`src/rtl/id_ex_stage.sv`:
```
// id_ex_stage: RV32I decode plus ID/EX pipeline register.
// Bypasses same-cycle WB writes, stalls on load-use, counts stalls.
module id_ex_stage #(
   parameter int XLEN  = 32,
   parameter int CNT_W = 16
) (
   input  logic             clk,
   input  logic             rst_n,
   input  logic             if_valid,
   input  logic [XLEN-1:0]  if_pc,
   input  logic [31:0]      if_inst,
   input  logic             flush,
   output logic [4:0]       rs1_index,
   output logic [4:0]       rs2_index,
   input  logic [XLEN-1:0]  rs1_data_in,
   input  logic [XLEN-1:0]  rs2_data_in,
   input  logic             wb_en,
   input  logic [4:0]       wb_rd,
   input  logic [XLEN-1:0]  wb_data,
   output logic             id_stall,
   output logic             ex_valid,
   output logic [XLEN-1:0]  ex_pc,
   output logic [XLEN-1:0]  ex_rs1_data,
   output logic [XLEN-1:0]  ex_rs2_data,
   output logic [XLEN-1:0]  ex_imm,
   output logic [4:0]       ex_rd,
   output logic [4:0]       ex_rs1,
   output logic [4:0]       ex_rs2,
   output logic [6:0]       ex_opcode,
   output logic [2:0]       ex_funct3,
   output logic             ex_funct7b5,
   output logic             ex_reg_write,
   output logic             ex_mem_read,
   output logic             ex_mem_write,
   output logic [CNT_W-1:0] stall_count
);

   localparam logic [6:0] OP_LUI    = 7'b0110111;
   localparam logic [6:0] OP_AUIPC  = 7'b0010111;
   localparam logic [6:0] OP_JAL    = 7'b1101111;
   localparam logic [6:0] OP_JALR   = 7'b1100111;
   localparam logic [6:0] OP_BRANCH = 7'b1100011;
   localparam logic [6:0] OP_LOAD   = 7'b0000011;
   localparam logic [6:0] OP_STORE  = 7'b0100011;
   localparam logic [6:0] OP_IMM    = 7'b0010011;
   localparam logic [6:0] OP_OP     = 7'b0110011;

   typedef struct packed {
      logic            valid;
      logic [XLEN-1:0] pc;
      logic [XLEN-1:0] rs1_data;
      logic [XLEN-1:0] rs2_data;
      logic [XLEN-1:0] imm;
      logic [4:0]      rd;
      logic [4:0]      rs1;
      logic [4:0]      rs2;
      logic [6:0]      opcode;
      logic [2:0]      funct3;
      logic            funct7b5;
      logic            reg_write;
      logic            mem_read;
      logic            mem_write;
   } id_ex_t;

   id_ex_t           r_ex;
   id_ex_t           w_dec;
   logic [CNT_W-1:0] r_stall_cnt;

   logic [6:0]  w_opc;
   logic [4:0]  w_rd;
   logic [4:0]  w_rs1;
   logic [4:0]  w_rs2;
   logic        w_lui, w_auipc, w_jal, w_jalr;
   logic        w_branch, w_load, w_store, w_opimm, w_op;
   logic [31:0] w_imm_i, w_imm_s, w_imm_b, w_imm_u, w_imm_j;
   logic [31:0] w_imm32;
   logic        w_uses_rs1, w_uses_rs2;
   logic        w_wr, w_ld, w_st;
   logic [XLEN-1:0] w_op1, w_op2;
   logic        w_load_use;

   assign w_opc = if_inst[6:0];
   assign w_rd  = if_inst[11:7];
   assign w_rs1 = if_inst[19:15];
   assign w_rs2 = if_inst[24:20];

   assign rs1_index = w_rs1;
   assign rs2_index = w_rs2;

   assign w_lui    = (w_opc == OP_LUI);
   assign w_auipc  = (w_opc == OP_AUIPC);
   assign w_jal    = (w_opc == OP_JAL);
   assign w_jalr   = (w_opc == OP_JALR);
   assign w_branch = (w_opc == OP_BRANCH);
   assign w_load   = (w_opc == OP_LOAD);
   assign w_store  = (w_opc == OP_STORE);
   assign w_opimm  = (w_opc == OP_IMM);
   assign w_op     = (w_opc == OP_OP);

   assign w_imm_i = {{20{if_inst[31]}}, if_inst[31:20]};
   assign w_imm_s = {{20{if_inst[31]}}, if_inst[31:25], if_inst[11:7]};
   assign w_imm_b = {{19{if_inst[31]}}, if_inst[31], if_inst[7],
                     if_inst[30:25], if_inst[11:8], 1'b0};
   assign w_imm_u = {if_inst[31:12], 12'b0};
   assign w_imm_j = {{11{if_inst[31]}}, if_inst[31], if_inst[19:12],
                     if_inst[20], if_inst[30:21], 1'b0};

   always_comb begin
      w_imm32    = '0;
      w_uses_rs1 = 1'b0;
      w_uses_rs2 = 1'b0;
      w_wr       = 1'b0;
      w_ld       = 1'b0;
      w_st       = 1'b0;
      unique case (1'b1)
         w_lui, w_auipc: begin
            w_imm32 = w_imm_u;
            w_wr    = 1'b1;
         end
         w_jal: begin
            w_imm32 = w_imm_j;
            w_wr    = 1'b1;
         end
         w_jalr, w_opimm: begin
            w_imm32    = w_imm_i;
            w_uses_rs1 = 1'b1;
            w_wr       = 1'b1;
         end
         w_load: begin
            w_imm32    = w_imm_i;
            w_uses_rs1 = 1'b1;
            w_wr       = 1'b1;
            w_ld       = 1'b1;
         end
         w_store: begin
            w_imm32    = w_imm_s;
            w_uses_rs1 = 1'b1;
            w_uses_rs2 = 1'b1;
            w_st       = 1'b1;
         end
         w_branch: begin
            w_imm32    = w_imm_b;
            w_uses_rs1 = 1'b1;
            w_uses_rs2 = 1'b1;
         end
         w_op: begin
            w_uses_rs1 = 1'b1;
            w_uses_rs2 = 1'b1;
            w_wr       = 1'b1;
         end
         default: ;
      endcase
   end

   // RF writes land at the edge, so a same-cycle WB write is bypassed here
   assign w_op1 = (w_rs1 == 5'd0) ? '0 :
                  (wb_en && wb_rd == w_rs1) ? wb_data : rs1_data_in;
   assign w_op2 = (w_rs2 == 5'd0) ? '0 :
                  (wb_en && wb_rd == w_rs2) ? wb_data : rs2_data_in;

   assign w_load_use = r_ex.valid && r_ex.mem_read &&
                       (r_ex.rd != 5'd0) && if_valid &&
                       ((w_uses_rs1 && r_ex.rd == w_rs1) ||
                        (w_uses_rs2 && r_ex.rd == w_rs2));

   assign id_stall = w_load_use && !flush;

   always_comb begin
      w_dec           = '0;
      w_dec.valid     = if_valid;
      w_dec.pc        = if_pc;
      w_dec.rs1_data  = w_op1;
      w_dec.rs2_data  = w_op2;
      w_dec.imm       = XLEN'($signed(w_imm32));
      w_dec.rd        = w_rd;
      w_dec.rs1       = w_rs1;
      w_dec.rs2       = w_rs2;
      w_dec.opcode    = w_opc;
      w_dec.funct3    = if_inst[14:12];
      w_dec.funct7b5  = if_inst[30];
      w_dec.reg_write = w_wr && (w_rd != 5'd0);
      w_dec.mem_read  = w_ld;
      w_dec.mem_write = w_st;
   end

   always_ff @(posedge clk or negedge rst_n) begin
      if (!rst_n)
         r_ex <= '0;
      else if (flush || w_load_use)
         r_ex <= '0;
      else
         r_ex <= w_dec;
   end

   always_ff @(posedge clk or negedge rst_n) begin
      if (!rst_n)
         r_stall_cnt <= '0;
      else if (id_stall && r_stall_cnt != '1)
         r_stall_cnt <= r_stall_cnt + 1'b1;
   end

   assign ex_valid     = r_ex.valid;
   assign ex_pc        = r_ex.pc;
   assign ex_rs1_data  = r_ex.rs1_data;
   assign ex_rs2_data  = r_ex.rs2_data;
   assign ex_imm       = r_ex.imm;
   assign ex_rd        = r_ex.rd;
   assign ex_rs1       = r_ex.rs1;
   assign ex_rs2       = r_ex.rs2;
   assign ex_opcode    = r_ex.opcode;
   assign ex_funct3    = r_ex.funct3;
   assign ex_funct7b5  = r_ex.funct7b5;
   assign ex_reg_write = r_ex.reg_write;
   assign ex_mem_read  = r_ex.mem_read;
   assign ex_mem_write = r_ex.mem_write;
   assign stall_count  = r_stall_cnt;

endmodule

```
`config.mk`:
```
export PLATFORM = sky130hd
export DESIGN_NAME = id_ex_stage
export DESIGN_NICKNAME = d
export VERILOG_FILES = /design/src/rtl/id_ex_stage.sv
export SDC_FILE = /design/constraint.sdc
export NUM_CORES = 1
export LEC_CHECK = 0
export BUFFER_PORTS_ARGS = -buffer_cell sky130_fd_sc_hd__buf_2
export CAP_MARGIN = 20
export CORE_MARGIN = 1
export CORE_UTILIZATION = 30
export CTS_CLUSTER_DIAMETER = 50
export CTS_CLUSTER_SIZE = 16
export DETAILED_ROUTE_END_ITERATION = 8
export PLACE_DENSITY_LB_ADDON = 0.25
export SYNTH_ARGS = -nofsm -noshare
export SYNTH_HDL_FRONTEND = slang
export SYNTH_SLANG_ARGS = --single-unit
```
`constraint.sdc`:
```
create_clock -name clk -period 2 [get_ports clk]
set_input_delay 0.2 -clock clk [delete_from_list [all_inputs] [get_ports clk]]
set_output_delay 0.2 -clock clk [all_outputs]
set_load 0.02 [all_outputs]
```
==> results of run 1 <==
==> what timing repair did <==
action	CTS	global route
hold buffers	18	1
resized for setup	46	140
hold endpoints to repair	53	1
buffers inserted	6	7
gates cloned	1	7
pin swaps	28	41
setup endpoints to repair	135	161
==> final timing paths <==
| check | endpoint | from | slack (ps) |
|---|---|---|---|
| setup / recovery | id_stall | ex_rd[3]$_DFF_PN0_ | -150 |
| hold reg to reg | stall_count[7]$_DFFE_PN0P_ | stall_count[7]$_DFFE_PN0P_ | 540 |
| min in group asynchronous | ex_imm[28]$_DFF_PN0_ | rst_n | 270 |
| setup reg to reg | stall_count[12]$_DFFE_PN0P_ | ex_rd[3]$_DFF_PN0_ | -150 |
| max in group asynchronous | ex_pc[20]$_DFF_PN0_ | rst_n | 1080 |
| hold / removal | ex_imm[27]$_DFF_PN0_ | if_inst[27] | 20 |
==> cells in the final DEF (no fill, tap or decap), types with 3 or more instances in the layout <==
| cell type | instances |
|---|---|
| buf_2 | 352 |
| dfrtp_1 | 169 |
| and3_1 | 67 |
| mux2i_1 | 66 |
| buf_4 | 63 |
| nor2_4 | 52 |
| nand2_1 | 37 |
| nor2_1 | 23 |
| clkbuf_16 | 22 |
| dlygate4sd3_1 | 19 |
| nand3_1 | 17 |
| a21oi_2 | 17 |
| xor2_1 | 16 |
| xnor2_1 | 12 |
| buf_6 | 12 |
| buf_12 | 11 |
| nor2_2 | 8 |
| nor3_1 | 7 |
| nand4_1 | 7 |
| a21oi_1 | 6 |
| nor4_1 | 5 |
| clkinvlp_4 | 5 |
| inv_8 | 5 |
| dfrtp_2 | 5 |
| diode_2 | 4 |
| or4_4 | 4 |
| o21ai_0 | 4 |
| a22oi_1 | 4 |
| nor3_2 | 3 |
| and3_2 | 3 |
| or4_1 | 3 |
| mux2_2 | 3 |
==> critical path, cell delays in order, from the launching register on <==
cell and delay [ps]:
dfrtp_2 410, buf_6 130, xor2_2 150, nor3_2 150
and4_4 260, nor2_4 70, buf_6 130, nor2_4 110
buf_6 120
==> synth_stat cells, types with 2 or more instances <==
master	number
dfrtp_1	174
nor2_1	83
and3_1	70
mux2i_1	66
nand2_1	38
clkbuf_1	31
a21oi_1	25
nand3_1	18
xor2_1	17
xnor2_1	13
nor3_1	11
buf_4	10
nand4_1	7
or4_1	7
nor4_1	5
a22oi_1	4
buf_2	4
o21ai_0	4
and4_1	3
mux2_2	3
inv_1	2
mux2_1	2
nand2_2	2
nor2b_1	2
o211ai_1	2
or2_2	2
==> per-stage QoR <==
stage | power (mW) | setup WS (ps) | cell area [µm²] | utilization
2_1_floorplan | 4.235 | 5.747 | 7128 | -
3_3_place_gp | 4.842 | -85.95 | 9703 | 0.4234
3_5_place_dp | 4.850 | -156.0 | 9703 | 0.4234
4_1_cts | 8.135 | -161.4 | 10660 | 0.4650
5_1_grt | 8.521 | -241.3 | 11400 | 0.4975
6_report | 8.187 | -155.0 | 11400 | 0.4976
==> routing by layer <==
layer | up-vias | routed length (µm)
met2 | 229 | 13500
met3 | 28 | 1495
met5 | - | 0
li1 | 3001 | -
met1 | 3223 | 10720
met4 | 0 | 444
==> where the power goes <==
part,internal [mW],switching (mW)
combinational,0.530,0.763
clock,1.65,1.55
sequential,3.66,0.0406
total,5.84,2.35
==> cell families after synthesis <==
family / Yosys count / synth area share
xor+xnor: 30 / 0.03694
flops: 174 / 0.6121
compound gates: 42 / 0.03518
mux: 71 / 0.1008
fa+ha+maj: 1 / 0.001759
buf+inv: 48 / 0.03131
simple gates: 256 / 0.1819
==> registers in the layout (all words and copies together), names as in the netlist, 3 cells and up <==
name	cells
ex_imm	32
ex_pc	32
ex_rs1_data	32
ex_rs2_data	32
stall_count	16
ex_opcode	7
ex_rd	5
ex_rs1	5
ex_rs2	5
ex_funct3	3
==> layout make-up <==
type	instances	area [µm²]
inverter	3	11.26
multi-input combinational	400	3148
fill	2167	11510
antenna	4	10.01
clock buffer	19	432.9
sequential	174	4360
tap	313	391.6
clock inverter	13	127.6
timing repair buffer	463	2920
==> flow_summary_export.csv, run 1 <==
group,metric,value,unit
grt,grt_pass1_vias,6496,
logic_synthesis,synth_cell_types,43,
logic_synthesis,synth_warnings,0,
grt,grt_use_met3,0.05139,
power,p_leak,5.796,nW
logic_synthesis,synth.largest_area_cell,"dfrtp_1",
die,io_pins,355,
route,drtAntennaViolNets,0,
sta,fmax,464.0,MHz
sta,tightest_slew,616.9,ps
sta,setup_slack,-155.0,ps
logic_synthesis,netlist_instances,622,
grt,grt_pass1_wl,36.72,mm
logic_synthesis,synth_area,7113,µm²
clocking,h-tree-depth,4,
placement,hpwl,18.67,mm
setup_path,ff2ff_path_depth,8,
route,drt_iter0_markers,338,
placement,post-place-cells,1315,
clocking,cts-root-buf,"clkbuf_16",
setup_path,start_kind,"flip-flop",
setup_path,worstPathMaxFanout,6,
sta,tns,-968.2,ps
grt,track_usage,0.2022,
route,dr.pass1.iters,4,
grt,use_met1,0.2477,
grt,grt_max_degree,47,
placement,gp_congestion,0.8383,
placement,io_buffers,354,
min_path,hold_depth,3,
power,ir_worst_vdd,0.0005279,V
logic_synthesis,syn-num-nets,793,
route,num_vias,6481,
die,die_y,156.0,µm
route,wl,26.15,mm
die,rows,55,
logic_synthesis,avgSynthCellArea,11.44,µm²
sta,whs,16.99,ps
die,core_area,22920,µm²
logic_synthesis,synth-seq-cells,174,
clocking,cts_tree,"done",
sta,relSlewSlack,0.5887,
logic_synthesis,synth-edff-count,0,
clocking,clk_pin_slew_worst_paths,80,ps
clocking,cts_num_sinks,174,
sta,fin_skew,10.26,ps
clocking,cts_inserted_buffers,17,
logic_synthesis,synth_area_leaders,"dfrtp_1 (61%), mux2i_1 (9.3%), and3_1 (6.2%)",
die,die_w,156.0,µm
die,start_util,0.3104,
grt,overflow,0,
grt,busiest_layer,"met2",
run_status,outcome,"finished, violations left",
sta,period_minus_slack,2155,ps
clocking,clk_path_buf_depth,2,
grt,antenna_found_initial,3,
logic_synthesis,synth-main-ff-cell,"dfrtp_1",
die,die-area,24330,µm²
power,p_per_area,718.0,nW/µm²
route,wl_per_cell,18.83,µm
run_status,violations,"setup timing",
logic_synthesis,ys_seq_area_frac,0.6121,
clocking,clk-insertion-delay-late,420,ps
sta,finalHoldViolations,0,
logic_synthesis,synth.top_cell.area_share,0.6121,
setup_path,critPathCaptureType,"primary output",
route,vias_per_cell,4.666,
cells_and_area,finalNetCount,1230,
cells_and_area,areaGrowthSynthToFinish,60.30,%
cells_and_area,layout.cells.non_filler,1389,
route,route.detailed.drc,0,
setup_path,cp.required,1800,ps
setup_path,cp.arrival,1950,ps
sta,period_share,1.077,
flow_run,drv_cap,0,
grt,met2_usage,0.3420,
cells_and_area,drive_gt1_frac,0.5513,
min_path,holdCritPathClass,"in2reg",
sta,setup_violations,39,
sta,rsz0062_at_grt,"yes",
logic_synthesis,synthArstFlopShare,1.000,
sta,finalMaxSlewViolations,0,
setup_path,worstSetupPathType,"reg2out",
Power figures use the tool's default switching activity.
==> run 2: changes to the inputs <==
==> constraint.sdc (replaced) <==
create_clock -name clk -period 2.29 [get_ports clk]
set_input_delay 0.229 -clock clk [delete_from_list [all_inputs] [get_ports clk]]
set_output_delay 0.229 -clock clk [all_outputs]
set_load 0.02 [all_outputs]
==> run 2 against run 1 <==
Net effect:
- the run now ends clean
- setup slack improved by 230 ps
- total power decreased by 14%
- critical path depth is 2 lower
- global-route usage decreased by 0.69 points
- sequential cell count is the same
- combinational power is 29% lower
- via count is 4.9% lower
- non-clock buffer count decreased by 56
- clock-buffer cell count fell by 2
- register-to-register slack improved by 230 ps
- first-iteration DRC count down 0.30%
- final cell count shrank 4.2%
- highest routed layer unchanged
==> flow_summary_export.csv, run 2 (synthesis results as in run 1) <==
group,metric,value,unit
cells_and_area,multi_input_area,2603,µm²
power,p_leak,5.438,nW
sta,relSlewSlack,0.5219,
route,wl_per_cell,17.80,µm
cells_and_area,fillCellCount,2259,
setup_path,worstPathMaxFanout,4,
sta,period_share,0.9674,
route,drtAntennaViolNets,0,
die,rows,55,
clocking,clk_path_buf_depth,2,
sta,whs,28.43,ps
route,wl,23.68,mm
clocking,cts_tree,"done",
route,num_vias,6166,
die,start_util,0.3104,
sta,period_minus_slack,2215,ps
route,route.top_layer_used,"met4",
clocking,cts_num_sinks,174,
grt,antenna_found_initial,1,
route,met2_length,11.98,mm
placement,gp_congestion,0.7949,
cells_and_area,finalNetCount,1174,
sta,rsz0062_at_grt,"yes",
placement,place_ws,-30.26,ps
cells_and_area,final_common_cell,"buf_2",
route,drt-met1-wl,9.746,mm
die,die_y,156.0,µm
cells_and_area,areaGrowthSynthToFinish,44.03,%
clocking,cts-root-buf,"clkbuf_16",
grt,grt_pass1_wl,35.71,mm
die,core_area,22920,µm²
grt,track_usage,0.1953,
setup_path,start_kind,"flip-flop",
power,p_per_area,686.8,nW/µm²
sta,tightest_slew,714.6,ps
die,die-area,24330,µm²
power,ir_worst_vdd,0.0004357,V
sta,fin_skew,17.68,ps
clocking,h-tree-depth,4,
placement,hpwl,17.67,mm
route,dr.pass1.iters,4,
sta,fmax,451.4,MHz
grt,grt_max_degree,65,
cells_and_area,drive_gt1_frac,0.4606,
sta,finalHoldViolations,0,
route,drt_iter0_markers,337,
setup_path,cp.arrival,1990,ps
die,io_pins,355,
setup_path,worstSetupPathType,"reg2out",
cells_and_area,layout_common_cells,"buf_2 (353), dfrtp_1 (171), nor2_1 (77)",
route,route.detailed.drc,0,
setup_path,critPathCaptureType,"primary output",
sta,setup_violations,0,
clocking,clk_pin_slew_worst_paths,80,ps
route,vias_per_cell,4.636,
clocking,clk-insertion-delay-late,430,ps
placement,io_buffers,354,
grt,grt_pass1_vias,6182,
flow_run,drv_cap,0,
grt,overflow,0,
route,wl_met3,1.611,mm
die,die_w,156.0,µm
setup_path,cp.required,2060,ps
sta,setup_slack,74.65,ps
clocking,cts_inserted_buffers,17,
sta,finalMaxSlewViolations,0,
cells_and_area,regArea,4358,µm²
run_status,outcome,"complete, no violations",
min_path,holdCritPathClass,"in2reg",
run 2: cell types whose count changed in the layout (fill, tap and decap cells not counted), moves of 4 or more:
cell	change
clkbuf_16	-5
nor2_1	+54
clkinvlp_4	-4
nor2_4	-51
buf_4	-21
a21oi_1	+18
a21oi_2	-16
dlygate4sd3_1	-17
buf_6	-10
run 2: metal layers:
metal	GRT usage	vias up
li1	-	2892
met1	0.2431	3009
met2	0.3346	246
met3	0.04917	19
met4	0.05369	0
met5	0	-
run 2: metrics by stage:
stage                     total power [mW]  utilization  setup TNS [ps]  area (µm²)  std cells
after global routing                 7.341       0.4471          -313.7       10240       1330
after global placement               4.196       0.4152          -208.9        9514       1290
after CTS                            7.130       0.4438               0       10170       1327
after detailed placement             4.202       0.4154          -42.58        9519       1291
after floorplan                      3.696            -               0        7113        622
final                                7.037       0.4471               0       10240       1330
run 2: worst paths after layout:
kind / to / start / depth (start not counted) / slack, ps
worst max-delay path: id_stall / ex_rd[4]$_DFF_PN0_ / 6 / 70
worst min-delay path: ex_pc[21]$_DFF_PN0_ / if_pc[21] / 2 / 30
worst max register to register: ex_rs2_data[15]$_DFF_PN0_ / ex_rd[4]$_DFF_PN0_ / 8 / 80
worst min register to register: stall_count[7]$_DFFE_PN0P_ / stall_count[7]$_DFFE_PN0P_ / 1 / 520
max in group asynchronous: ex_rd[2]$_DFF_PN0_ / rst_n / 3 / 1190
min in group asynchronous: ex_rs2_data[26]$_DFF_PN0_ / rst_n / 2 / 360
run 2: cell type report:
class / instances / area share
antenna: 1 / 0.0002443
clock buffer: 17 / 0.04152
clock inverter: 15 / 0.01649
inverter: 3 / 0.001099
multi-input combinational: 400 / 0.2540
sequential: 174 / 0.4254
tap: 313 / 0.03823
timing repair buffer: 407 / 0.2230
run 2: worst max-delay path: stages, from the launching register on:
cell and delay (ps):
dfrtp_2 440, or4_4 550, nor2_4 180, nor3_4 80, nand2_2 130, nor2_2 50, buf_6 120
run 2: report_power, final:
part / switching (mW) / total (mW) / internal (mW)
clock network: 1.42 / 2.89 / 1.47
registers: 0.0345 / 3.23 / 3.19
logic: 0.558 / 0.918 / 0.359
total: 2.01 / 7.04 / 5.02
run 2: timing repair:
item | in CTS | in global routing
pin swaps | 1 | 6
gates resized for setup | 6 | 13
hold buffers | 2 | 0
endpoints found under the setup margin | 1 | 3
buffers inserted | 2 | 3
endpoints found under the hold margin | 60 | 0
==> run 3: changes to the inputs <==
--- a/config.mk
+++ b/config.mk
@@ -9,10 +9,10 @@
 export CAP_MARGIN = 20
 export CORE_MARGIN = 1
 export CORE_UTILIZATION = 30
-export CTS_CLUSTER_DIAMETER = 50
 export CTS_CLUSTER_SIZE = 16
 export DETAILED_ROUTE_END_ITERATION = 8
 export PLACE_DENSITY_LB_ADDON = 0.25
+export SETUP_SLACK_MARGIN = 0.3
 export SYNTH_ARGS = -nofsm -noshare
 export SYNTH_HDL_FRONTEND = slang
 export SYNTH_SLANG_ARGS = --single-unit
==> run 3 against run 2 <==
Net effect:
- non-clock buffer count rose by 29
- fmax rose by 2.4%
- critical endpoint is now stall_count[12]$_DFFE_PN0P_
- hold slack improved by 13 ps
- via count increased by 3.7%
- wire length rose by 13%
- cell area up 13%
- sequential power barely moved
- utilization increased by 5.6 points
- critical path type is now reg2reg
- clock-buffer cell count rose by 2
==> flow_summary_export.csv, run 3 (synthesis results as in run 1) <==
group,metric,value,unit
run_status,outcome,"complete, no violations",
route,route.top_layer_used,"met5",
grt,track_usage,0.2078,
sta,whs,41.15,ps
sta,period_share,0.9450,
route,num_vias,6395,
die,rows,55,
clocking,cts_num_sinks,174,
sta,relSlewSlack,0.4870,
route,drt-met1-wl,10.68,mm
grt,grt_pass1_wl,37.49,mm
setup_path,critical-path-slowest-cell,"or4_4",
die,start_util,0.3104,
sta,fmax,462.1,MHz
route,vias_per_cell,4.709,
placement,io_buffers,354,
clocking,clk_path_buf_depth,2,
route,wl_per_cell,19.76,µm
placement,hpwl,18.23,mm
cells_and_area,final_common_cell,"buf_2",
grt,grt_pass1_vias,6390,
cells_and_area,finalInstanceArea,11540,µm²
cells_and_area,layout_common_cells,"buf_2 (352), dfrtp_1 (169), mux2i_1 (66)",
setup_path,crit_cells,9,
clocking,cts_tree,"done",
power,power.share.sequential,0.440,
sta,rsz0062_at_grt,"yes",
cells_and_area,final_core_util,0.5035,
min_path,hold_depth,2,
min_path,holdCritPathClass,"in2reg",
route,met2_length,13.79,mm
grt,overflow,0,
sta,finalHoldViolations,0,
setup_path,cp.required,2600,ps
die,die_w,156.0,µm
route,dr.pass1.iters,4,
setup_path,worstSetupPathType,"reg2reg",
setup_path,worstPathMaxFanout,4,
setup_path,slowest_delay,520,ps
clocking,cts_inserted_buffers,17,
setup_path,cp.arrival,2470,ps
die,die-area,24330,µm²
power,swShare,0.2850,
sta,setup_violations,0,
setup_path,critPathMostFrequentCell,"buf_6",
power,combinationalPowerShare,0.158,
setup_path,critPathCaptureType,"flip-flop",
placement,gp_congestion,0.8347,
power,power.total,7.328,mW
placement,placed_area,9460,µm²
cells_and_area,drive_gt1_frac,0.5904,
route,wl,26.84,mm
route,drt_iter0_markers,433,
setup_path,start_kind,"flip-flop",
placement,place_ws,35.90,ps
clocking,cts-root-buf,"clkbuf_16",
power,p_per_area,635.2,nW/µm²
setup_path,path_buf_inv,3,
die,core_area,22920,µm²
power,switchingPower,2.089,mW
cells_and_area,finalNetCount,1203,
sta,fin_skew,12.26,ps
clocking,clk_pin_slew_worst_paths,70,ps
cells_and_area,areaGrowthSynthToFinish,62.20,%
placement,post-place-cells,1281,
sta,period_minus_slack,2164,ps
route,route.detailed.drc,0,
setup_path,r2r_setup_slack,130,ps
flow_run,drv_cap,0,
power,ir_worst_vdd,0.0005232,V
setup_path,cp_top_family,"simple AND/OR/NAND/NOR gates",
clocking,clk-insertion-delay-late,430,ps
die,io_pins,355,
sta,tightest_slew,769.5,ps
grt,grt_max_degree,55,
clocking,h-tree-depth,4,
power,p_clk_frac,0.402,
grt,antenna_found_initial,1,
die,die_y,156.0,µm
power,internal-power,5.240,mW
route,drtAntennaViolNets,0,
route,wl_met3,2.047,mm
sta,finalMaxSlewViolations,0,
setup_path,ff2ff_path_depth,9,
sta,setup_slack,126.1,ps
cells_and_area,layout.cells.non_filler,1358,
setup_path,crit_chain,"or4_4 > nor2_4 > nor3_4 > nand2_2 > buf_6 > buf_6 > buf_6 > or4_4 > mux2_4",
cells_and_area,n_antenna_cell,0,
power,p_leak,5.748,nW
sta,tns,0,ps
run 3: cell types whose count changed in the layout (fill, tap and decap cells not counted), moves of 5 or more:
cell,delta
nor2_2,+11
and3_4,+22
a21oi_2,+14
nor2_4,+54
buf_6,+11
clkbuf_16,+6
buf_16,+5
a21oi_4,+6
a21oi_1,-20
nor2_1,-65
and3_1,-22
run 3: layout make-up:
| class | count | area, µm² |
|---|---|---|
| clock buffer | 19 | 442.9 |
| clock inverter | 13 | 151.4 |
| fill | 2166 | 11380 |
| inverter | 3 | 11.26 |
| multi-input combinational | 400 | 3366 |
| sequential | 174 | 4360 |
| tap | 313 | 391.6 |
| timing repair buffer | 436 | 2814 |
run 3: worst register-to-register path, cell delays in order (launching register included):
cell and delay (ps):
dfrtp_2 400, or4_4 140, nor2_4 40, nor3_4 220, nand2_2 100, buf_6 130, buf_6 100, buf_6 110
or4_4 520, mux2_4 300
run 3: power by group through the flow:
| stage | clock network [mW] | logic, mW | registers [mW] |
|---|---|---|---|
| CTS | 3.00 | 1.00 | 3.23 |
| floorplan | 0 | 0.242 | 3.46 |
| global route | 3.14 | 1.24 | 3.24 |
| global placement | 0 | 0.924 | 3.29 |
| finish | 2.94 | 1.16 | 3.23 |
| detailed placement | 0 | 0.927 | 3.29 |
run 3: worst paths after layout:
check,start,end
hold reg to reg,stall_count[7]$_DFFE_PN0P_,stall_count[7]$_DFFE_PN0P_
setup / recovery,ex_rd[4]$_DFF_PN0_,stall_count[12]$_DFFE_PN0P_
max in group asynchronous,rst_n,ex_imm[19]$_DFF_PN0_
setup reg to reg,ex_rd[4]$_DFF_PN0_,stall_count[12]$_DFFE_PN0P_
min in group asynchronous,rst_n,ex_imm[29]$_DFF_PN0_
hold / removal,if_pc[4],ex_pc[4]$_DFF_PN0_
run 3: repair_timing:
| action | in CTS | in global routing |
|---|---|---|
| pin swaps | 7 | 87 |
| hold buffers | 1 | 0 |
| endpoints found under the hold margin | 50 | 0 |
| resized for setup | 53 | 182 |
| setup buffers | 23 | 7 |
| cloned | 6 | 8 |
| setup endpoints to repair | 141 | 164 |
run 3: per-layer routing:
| metal | global-route usage | up-vias |
|---|---|---|
| li1 | - | 2948 |
| met1 | 0.2429 | 3162 |
| met2 | 0.3663 | 259 |
| met3 | 0.06778 | 24 |
| met4 | 0.04995 | 2 |
| met5 | 0 | - |
